`src/rtl/ebox_mbox_req_if.sv`:
```
// ebox_mbox_req_if: EBOX handshake and single-outstanding backing-memory port bundle
interface ebox_mbox_req_if #(parameter int ADR_W = 23);
  logic             EBOX_REQ;
  logic [ADR_W-1:0] EBOX_VMA;
  logic             eboxRead;
  logic             eboxWrite;
  logic [35:0]      cacheDataWrite;
  logic [35:0]      cacheDataRead;
  logic             mboxRespIn;
  logic             cshEBOXT0;
  logic             cshEBOXRetry;
  logic             mbParErr;
  logic             nxmErr;
  logic             errClr;
  logic             memReq;
  logic             memWrite;
  logic [ADR_W-1:0] memAdr;
  logic [35:0]      memWData;
  logic             memAck;
  logic [35:0]      memRData;
  logic             memRPar;
  modport slave (
    input  EBOX_REQ, EBOX_VMA, eboxRead, eboxWrite, cacheDataWrite, errClr, memAck, memRData, memRPar,
    output cacheDataRead, mboxRespIn, cshEBOXT0, cshEBOXRetry, mbParErr, nxmErr, memReq, memWrite, memAdr, memWData
  );
  modport master (
    output EBOX_REQ, EBOX_VMA, eboxRead, eboxWrite, cacheDataWrite, errClr, memAck, memRData, memRPar,
    input  cacheDataRead, mboxRespIn, cshEBOXT0, cshEBOXRetry, mbParErr, nxmErr, memReq, memWrite, memAdr, memWData
  );
endinterface

```
`src/rtl/ebox_mbox_req.sv`:
```
// ebox_mbox_req: EBOX memory request sequencer with posted one-entry write buffer and RPW lock; PARITY_CHECK_EN enables read parity checking
module ebox_mbox_req #(
  parameter int NXM_TIMEOUT = 64,
  parameter int ADR_W = 23
) (
  input logic            clk,
  input logic            CROBAR,
  ebox_mbox_req_if.slave b
);
  typedef enum logic [2:0] {IDLE, ACCEPT, RD_REQ, RD_WAIT, RESP, RPW_HOLD, WB_DRAIN} state_t;
  localparam logic [7:0] TO_CNT = 8'(NXM_TIMEOUT);
  state_t state_q, state_d;
  logic [ADR_W-1:0] adr_q, adr_d, wb_adr_q, wb_adr_d;
  logic [35:0] dat_q, dat_d, wb_dat_q, wb_dat_d, rdat_q, rdat_d;
  logic [7:0] cnt_q, cnt_d;
  logic rd_q, rd_d, wr_q, wr_d, lock_q, lock_d, wb_full_q, wb_full_d, dr_act_q, dr_act_d;
  logic retry_q, retry_d, nxm_q, nxm_d, par_q, par_d;
  logic rd_state, rd_own, mem_req, to, wb_load, req_v, par_bad;
`ifdef PARITY_CHECK_EN
  assign par_bad = rd_own && b.memAck && !(^{b.memRData, b.memRPar});
`else
  logic unused_par;
  assign unused_par = b.memRPar;
  assign par_bad = 1'b0;
`endif
  always_comb begin
    rd_state = state_q == RD_REQ || state_q == RD_WAIT;
    rd_own = rd_state && !dr_act_q;
    mem_req = rd_own || dr_act_q;
    to = mem_req && !b.memAck && cnt_q == TO_CNT;
    wb_load = (state_q == ACCEPT && wr_q && !rd_q && !lock_q) || state_q == WB_DRAIN;
    req_v = b.EBOX_REQ && (b.eboxRead || b.eboxWrite);
  end
  always_comb begin
    state_d = state_q;
    adr_d = adr_q;
    dat_d = dat_q;
    rd_d = rd_q;
    wr_d = wr_q;
    lock_d = lock_q;
    rdat_d = rdat_q;
    retry_d = 1'b0;
    wb_full_d = wb_full_q;
    wb_adr_d = wb_adr_q;
    wb_dat_d = wb_dat_q;
    dr_act_d = dr_act_q;
    cnt_d = mem_req && !b.memAck && !to ? cnt_q + 8'd1 : 8'd0;
    nxm_d = to || (nxm_q && !b.errClr);
    par_d = par_bad || (par_q && !b.errClr);
    // drain owns the port until its ack; it only starts while no read holds the port
    if (dr_act_q && (b.memAck || to)) begin
      dr_act_d = 1'b0;
      wb_full_d = 1'b0;
    end else if (!dr_act_q && wb_full_q && !rd_state)
      dr_act_d = 1'b1;
    if (wb_load) begin
      wb_full_d = 1'b1;
      wb_adr_d = adr_q;
      wb_dat_d = dat_q;
    end
    case (state_q)
      IDLE: if (req_v) begin
        retry_d = wb_full_q;
        if (!wb_full_q) begin
          state_d = ACCEPT;
          adr_d = b.EBOX_VMA;
          dat_d = b.cacheDataWrite;
          rd_d = b.eboxRead;
          wr_d = b.eboxWrite;
        end
      end
      ACCEPT: state_d = rd_q ? RD_REQ : lock_q ? WB_DRAIN : IDLE;
      RD_REQ, RD_WAIT: if (rd_own) begin
        state_d = b.memAck || to ? RESP : RD_WAIT;
        rdat_d = b.memAck ? b.memRData : to ? 36'd0 : rdat_q;
      end
      RESP: begin
        state_d = rd_q && wr_q ? RPW_HOLD : IDLE;
        lock_d = rd_q && wr_q;
      end
      RPW_HOLD: if (req_v) begin
        retry_d = wb_full_q || b.eboxRead || b.EBOX_VMA != adr_q;
        if (!retry_d) begin
          state_d = ACCEPT;
          dat_d = b.cacheDataWrite;
          rd_d = 1'b0;
          wr_d = 1'b1;
        end
      end
      WB_DRAIN: begin
        state_d = IDLE;
        lock_d = 1'b0;
      end
      default: state_d = IDLE;
    endcase
  end
  always_ff @(posedge clk) begin
    if (CROBAR) begin
      state_q <= IDLE;
      adr_q <= '0;
      dat_q <= '0;
      rd_q <= 1'b0;
      wr_q <= 1'b0;
      lock_q <= 1'b0;
      rdat_q <= '0;
      retry_q <= 1'b0;
      wb_full_q <= 1'b0;
      wb_adr_q <= '0;
      wb_dat_q <= '0;
      dr_act_q <= 1'b0;
      cnt_q <= '0;
      nxm_q <= 1'b0;
      par_q <= 1'b0;
    end else begin
      state_q <= state_d;
      adr_q <= adr_d;
      dat_q <= dat_d;
      rd_q <= rd_d;
      wr_q <= wr_d;
      lock_q <= lock_d;
      rdat_q <= rdat_d;
      retry_q <= retry_d;
      wb_full_q <= wb_full_d;
      wb_adr_q <= wb_adr_d;
      wb_dat_q <= wb_dat_d;
      dr_act_q <= dr_act_d;
      cnt_q <= cnt_d;
      nxm_q <= nxm_d;
      par_q <= par_d;
    end
  end
  assign b.cshEBOXT0 = state_q == ACCEPT;
  assign b.mboxRespIn = state_q == RESP || wb_load;
  assign b.cshEBOXRetry = retry_q;
  assign b.cacheDataRead = rdat_q;
  assign b.mbParErr = par_q;
  assign b.nxmErr = nxm_q;
  assign b.memReq = mem_req;
  assign b.memWrite = dr_act_q;
  assign b.memAdr = dr_act_q ? wb_adr_q : adr_q;
  assign b.memWData = wb_dat_q;
endmodule
```
`src/flat_wrapper.sv`:
```
// flat-port wrapper written by rule: the top's interface ports become plain ports
module ebox_mbox_req_flat 
#(
  parameter int NXM_TIMEOUT = 64,
  parameter int ADR_W = 23
)
  (clk, CROBAR, b_EBOX_REQ, b_EBOX_VMA, b_eboxRead, b_eboxWrite, b_cacheDataWrite, b_errClr, b_memAck, b_memRData, b_memRPar, b_cacheDataRead, b_mboxRespIn, b_cshEBOXT0, b_cshEBOXRetry, b_mbParErr, b_nxmErr, b_memReq, b_memWrite, b_memAdr, b_memWData);
  ebox_mbox_req_if #(.ADR_W(ADR_W)) b_i ();
  input logic clk;
  input logic CROBAR;
  input wire logic [$bits(b_i.EBOX_REQ)-1:0] b_EBOX_REQ;
  input wire logic [$bits(b_i.EBOX_VMA)-1:0] b_EBOX_VMA;
  input wire logic [$bits(b_i.eboxRead)-1:0] b_eboxRead;
  input wire logic [$bits(b_i.eboxWrite)-1:0] b_eboxWrite;
  input wire logic [$bits(b_i.cacheDataWrite)-1:0] b_cacheDataWrite;
  input wire logic [$bits(b_i.errClr)-1:0] b_errClr;
  input wire logic [$bits(b_i.memAck)-1:0] b_memAck;
  input wire logic [$bits(b_i.memRData)-1:0] b_memRData;
  input wire logic [$bits(b_i.memRPar)-1:0] b_memRPar;
  output wire logic [$bits(b_i.cacheDataRead)-1:0] b_cacheDataRead;
  output wire logic [$bits(b_i.mboxRespIn)-1:0] b_mboxRespIn;
  output wire logic [$bits(b_i.cshEBOXT0)-1:0] b_cshEBOXT0;
  output wire logic [$bits(b_i.cshEBOXRetry)-1:0] b_cshEBOXRetry;
  output wire logic [$bits(b_i.mbParErr)-1:0] b_mbParErr;
  output wire logic [$bits(b_i.nxmErr)-1:0] b_nxmErr;
  output wire logic [$bits(b_i.memReq)-1:0] b_memReq;
  output wire logic [$bits(b_i.memWrite)-1:0] b_memWrite;
  output wire logic [$bits(b_i.memAdr)-1:0] b_memAdr;
  output wire logic [$bits(b_i.memWData)-1:0] b_memWData;
  assign b_i.EBOX_REQ = b_EBOX_REQ;
  assign b_i.EBOX_VMA = b_EBOX_VMA;
  assign b_i.eboxRead = b_eboxRead;
  assign b_i.eboxWrite = b_eboxWrite;
  assign b_i.cacheDataWrite = b_cacheDataWrite;
  assign b_i.errClr = b_errClr;
  assign b_i.memAck = b_memAck;
  assign b_i.memRData = b_memRData;
  assign b_i.memRPar = b_memRPar;
  assign b_cacheDataRead = b_i.cacheDataRead;
  assign b_mboxRespIn = b_i.mboxRespIn;
  assign b_cshEBOXT0 = b_i.cshEBOXT0;
  assign b_cshEBOXRetry = b_i.cshEBOXRetry;
  assign b_mbParErr = b_i.mbParErr;
  assign b_nxmErr = b_i.nxmErr;
  assign b_memReq = b_i.memReq;
  assign b_memWrite = b_i.memWrite;
  assign b_memAdr = b_i.memAdr;
  assign b_memWData = b_i.memWData;
  ebox_mbox_req #(.NXM_TIMEOUT(NXM_TIMEOUT), .ADR_W(ADR_W)) u_core (.clk(clk), .CROBAR(CROBAR), .b(b_i));
endmodule
```
`config.mk`:
```
export PLATFORM = sky130hd
export DESIGN_NAME = ebox_mbox_req_flat
export DESIGN_NICKNAME = d
export VERILOG_FILES = /design/src/rtl/ebox_mbox_req_if.sv /design/src/rtl/ebox_mbox_req.sv /design/src/flat_wrapper.sv
export SDC_FILE = /design/constraint.sdc
export NUM_CORES = 1
export LEC_CHECK = 0
export CAP_MARGIN = 20
export CELL_PAD_IN_SITES_DETAIL_PLACEMENT = 0
export CELL_PAD_IN_SITES_GLOBAL_PLACEMENT = 2
export CORE_MARGIN = 2
export CORE_UTILIZATION = 27
export CTS_CLUSTER_DIAMETER = 80
export CTS_CLUSTER_SIZE = 24
export DETAILED_ROUTE_END_ITERATION = 8
export GPL_ROUTABILITY_DRIVEN = 0
export PLACE_DENSITY = 0.87
export SYNTH_ARGS = -nofsm -noshare
export SYNTH_HDL_FRONTEND = slang
export SYNTH_SLANG_ARGS = --single-unit
export TNS_END_PERCENT = 30
```
`constraint.sdc`:
```
create_clock -name clk -period 2.7 [get_ports clk]
set_input_delay 0.54 -clock clk [delete_from_list [all_inputs] [get_ports clk]]
set_output_delay 0.54 -clock clk [all_outputs]
set_load 0.02 [all_outputs]
```
---- Word level (Yosys, flattened, before mapping) ----
Cells that the tools add are included.
word-level totals
  logic and storage cells ................. 107
  memories ................................ 0
  latch bits .............................. 0
  memory bits (read-only) ................. 0
  bits in registers ....................... 173
  RAM bits ................................ 0
cells by class
  shift-type cells ........................ 0
  divide/modulo/power cells ............... 0
  equal/unequal tests ..................... 13
  multiply operators ...................... 0
  $add $sub $neg .......................... 1
  reduce and logical (&&, ||, !) cells .... 42
  bitwise operators ....................... 2
  order comparisons ....................... 0
  multiplexer cells ....................... 34
operator list
  operator               count
  $mux W36               6
  $pmux W36 S2           1
  $mux W3                9
  $mux W23               1
  $ne A23 B23 Y1         1
  $pmux W3 S5            1
  $logic_and A1 B1 Y1    14
  $mux W1                12
  $reduce_and A5 Y1      2
  $eq A3 B3 Y1 const B   3
  $logic_or A1 B1 Y1     9
  $add A8 B1 Y8 const B  1
  $eq A8 B7 Y1 const B   1
  $pmux W1 S2            4
  $reduce_bool A2 Y1     4
  $logic_not A1 Y1       7
  $eq A3 B2 Y1 const B   2
  $ne A2 B1 Y1 const B   3
  $reduce_and A3 Y1      2
  $reduce_or A2 Y1       3
  $ne A2 B2 Y1 const B   2
  $eq A3 B1 Y1 const B   1
  $logic_not A3 Y1       1
  $not A1 Y1             2

---- Logic depth before layout (Yosys ltp) ----
  depth in word-level cells ............... 10
  mapped depth ............................ 10
  depth with buffers taken out ............ 8

---- Worst setup path before layout ----
No wires, ideal clock.
  path kind ............................... register -> register
  from .................................... register u_core.cnt_q[0]
  to ...................................... register u_core.rdat_q[10] (netlist: u_core.b.cacheDataRead[10])
  cell stages (with the launch flop) ...... 11
  slack ................................... 0.378 ns
  data required time ...................... 2.568 ns
  arrival time ............................ 2.190 ns
  buffers on the path ..................... 2
  library setup time ...................... 0.132 ns
  path through ............................ dfxtp_1 > inv_1 > ha_1 > or4b_4 > nor4b_4 > a21oi_2 > or4_1 > buf_4 > buf_6 > nand2_1 > a21oi_1
on the way
  cells in the longest elaborated chain, start to end .. 4
ends and longest elaborated chain
  item                                 RTL line              RTL
  start, declared                      ebox_mbox_req.sv:15   logic [7:0] cnt_q, cnt_d;
  start signal, assigned               ebox_mbox_req.sv:127  cnt_q <= cnt_d;
  $eq A8 B7 Y1                         ebox_mbox_req.sv:30   to = mem_req && !b.memAck && cnt_q == TO_CNT;
  $logic_and A1 B1 Y1                  ebox_mbox_req.sv:30
  $reduce_bool A2 Y1 (no source line)  -
  $reduce_and A3 Y1 (no source line)   -
  end signal, assigned                 ebox_mbox_req.sv:121  rdat_q <= rdat_d;
  end, declared                        ebox_mbox_req.sv:14   logic [35:0] dat_q, dat_d, wb_dat_q, wb_dat_d, rdat_q, rdat_d;
Every way passes these cells.
A chain may end at the register's enable or synchronous reset.

---- Final worst setup path ----
  from .................................... register u_core.dr_act_q (netlist: u_core.b.memWrite)
  to ...................................... output port b_memAdr[22]
on the way
  cells in the longest elaborated chain, start to end .. 1
ends and longest elaborated chain
  item                    RTL line              RTL
  start, declared         ebox_mbox_req.sv:16   logic rd_q, rd_d, wr_q, wr_d, lock_q, lock_d, wb_full_q, wb_full_d, dr_act_q, dr_act_d;
  start signal, assigned  ebox_mbox_req.sv:126  dr_act_q <= dr_act_d;
  $mux W23                ebox_mbox_req.sv:140  assign b.memAdr = dr_act_q ? wb_adr_q : adr_q;
  end, declared           flat_wrapper.sv:28    output wire logic [$bits(b_i.memAdr)-1:0] b_memAdr;
Every way passes these cells.

==> results.md <==
- Yosys warns: 0
- Die ar.: 28420 µm²
- TritonCTS buffer count: 17
- RSZ-0062 raised after global routing: no
- Max-Cap Viols: 0
- Cells on Worst Hold Path: 2
- Via/cell ratio: about 4.5
- CP Data Arrival Time: roughly 2000 ps
- Drt drc: 0
- Area growth from synthesis to layout: 40.72%
- Hold Vio Cnt, Final: 0
- Crit. End Element: primary output
- Final Slew Violations: 0
- Final setup margin: 171.9 ps
- CTS resizes: 0
- Hold_sp: CROBAR
- Synth area leaders: dfxtp_1, nand2_1, a21oi_1, nand2b_1, mux2i_1
- DP Worst Slack: -118.8 ps
- Hpwl dp: around 14000 µm
- Core area: between 20000 and 30000 µm²
- # IOs: 205
- Tcrit/Tclk final: 0.9363
- Reg2reg setup slack: about 270 ps
- Synth area leader: dfxtp_1
- #FFs+latches synth: around 170
- CTS Root Cell: clkbuf_16
- Reg2Reg Depth: 9
- Highest Clock Rate: about 400 MHz
- Worst Path Required: about 2200 ps
- DRT Pass-1 Iters: 4
- Pin count of the biggest net entering global routing: 100
- Crit path max fanout: 26
- FP Rows: 60
- Sequential share of the synthesized area: 0.4736
- HP Class: input port to flip-flop
- Initial antenna violation count: 1
- Status: finished, final reports clean
- GR Util met1: 0.1882
- Overall routing resource usage: 0.1416
- Met2 Use GR: 0.2231
- Initial DRC Count: 370
- Ys flop type: dfxtp_1
- Synth cell count leaders: nand2_1, dfxtp_1, a21oi_1
- P per Cell Area: approximately 660 nW/µm²
- Antenna Cells: 0
- Most frequent cell after synthesis: nand2_1
- Congestion Overflow GR: 0
- Crit Reg-Reg Startpoint: u_core.cnt_q[0]
- # hold bufs at CTS: 0
- Vias: between 6000 and 7000
- Worst-margin pin slew: approximately 480 ps
- Period minus WS final: between 2000 and 3000 ps
- Die W: about 170 µm
- Final setup viols: 0
- Fraction of registers with async set/reset: 0
- Starting Density: 0.2729
- Die Y: between 150 and 200 µm
- Hold Path Sink: u_core.b.memWData[20]
- Final wirelength: about 20000 µm
- Slew margin rel.: 0.6802
- Clock Pin Slew Worst Setup and Hold Paths: about 70 ps
- RR Endpoint: u_core.b.cacheDataRead[17]
- IO Port Bufs: a little over 200
- Synth cell types: 45
- Nets: 1159
- Worst-Skew Late Latency: ~420 ps
- Gate Count Post-Synth: just under 900
- Maximum vdd ir drop: around 0.00045 V
- LEAKAGE: around 3.7 nW
- Syn Area/Cell: ~8.4 µm²
- Antenna Nets Post-Route: 0
- Cell area after synthesis: roughly 7300 µm²
- Syn nets: between 900 and 1000
- Ratio of cells with drive above 1 in the final layout: 0.08537
- EDFF count, synth: 0
- CTS max path bufs: 2
- CTS sink cnt: approximately 170
- Core Util, Final: 0.3840
- Post-CTS Setup Repair Bufs: 0
- CTS tree: yes
- First-pass GRT wire length: ~32000 µm
- Most Crowded Layer GR: met2
- Vias in the first global route: roughly 6000
- Post-synth top area share: 0.4736
- Routing usage on met3: 0.04185
- Worst setup SP type: flip-flop
- CP Class: flip-flop to primary output
- Per-cell routed wire length: about 14 µm
- Htree depth: 4
- Clock Skew: 13.62 ps
-- cell families after synthesis --
group / synth area share
multiplexers: 0.08742
AND/OR/NAND/NOR: 0.2530
AO/OA/AOI/OAI: 0.1051
buffers and inverters: 0.04277
XOR/XNOR: 0.03473
flip-flops: 0.4736
adder cells (fa/ha/maj): 0.003421
-- worst max-delay path by stage --
stage / start / endpoint / slack (ps) / cells after the start
after floorplan: u_core.cnt_q[0] / u_core.b.cacheDataRead[10] / 380 / 10
after global placement: b_EBOX_VMA[5] / u_core.state_q[1] / -120 / 9
after detailed placement: b_EBOX_VMA[5] / u_core.state_q[1] / -120 / 9
after CTS: u_core.b.memWrite / b_memAdr[22] / 50 / 3
after global routing: u_core.state_q[2] / b_memReq / 80 / 4
final: u_core.b.memWrite / b_memAdr[22] / 170 / 3
-- cell usage in the layout, fill, tap and decap left out, types with 5 or more instances in the layout --
| cell | n |
|---|---|
| o21ai_0 | 7 |
| xnor2_1 | 16 |
| a21oi_1 | 129 |
| inv_1 | 6 |
| nor2_1 | 23 |
| nor3_1 | 5 |
| nand2_1 | 208 |
| nand3_1 | 43 |
| xor2_1 | 13 |
| and3_1 | 5 |
| mux2i_1 | 38 |
| buf_12 | 5 |
| clkdlybuf4s50_1 | 201 |
| mux2_2 | 23 |
| dfxtp_1 | 172 |
| clkbuf_16 | 17 |
| buf_4 | 20 |
| nand2b_1 | 78 |
-- metal layers --
layer | up-vias | share of wire | wire length, µm
li1 | 3246 | - | -
met4 | 2 | 0.013 | 259
met3 | 16 | 0.060 | 1226
met2 | 166 | 0.45 | 9143
met5 | - | 0.00064 | 13
met1 | 2934 | 0.48 | 9723
-- registers in the layout (all words and copies together) (netlist names), 3 cells and up --
name	cells
u_core.dat_q	36
u_core.wb_adr_q	23
u_core.b.memWData	36
u_core.adr_q	23
u_core.b.cacheDataRead	36
u_core.cnt_q	8
u_core.state_q	3
-- power by group --
part	total [mW]	internal [mW]	switching, mW	leakage (nW)
combinational	1.58	0.733	0.851	2.04
clock	2.29	1.21	1.08	0.247
sequential	2.91	2.76	0.148	1.40
total	6.79	4.71	2.08	3.69
-- per-stage QoR --
stage | setup TNS [ps] | hold slack, ps | cell area, µm² | power (mW) | std cells
6_report | 0 | 413.0 | 10290 | 6.786 | 1407
5_1_grt | 0 | 403.3 | 10290 | 7.173 | 1407
4_1_cts | 0 | 400.5 | 10280 | 6.902 | 1407
3_5_place_dp | -118.8 | 441.8 | 9752 | 4.566 | 1376
3_3_place_gp | -115.3 | 434.6 | 9752 | 4.553 | 1376
2_1_floorplan | 0 | 428.4 | 7313 | 3.898 | 869
-- critical path: stages, from the launching register on --
cell and delay, ps:
dfxtp_2 410, buf_12 220, mux2_2 350, clkdlybuf4s50_1 590
-- final cells by class --
type                    instances  area [µm²]
well taps                     341       426.7
multi-input cells             628        3558
clock inverters                10       82.58
repair buffers                228        2286
inverters                       6       22.52
flip-flops and latches        173        3465
fillers                      2759       16510
clock buffers                  21       450.4
(Power assumes the default switching activity.)
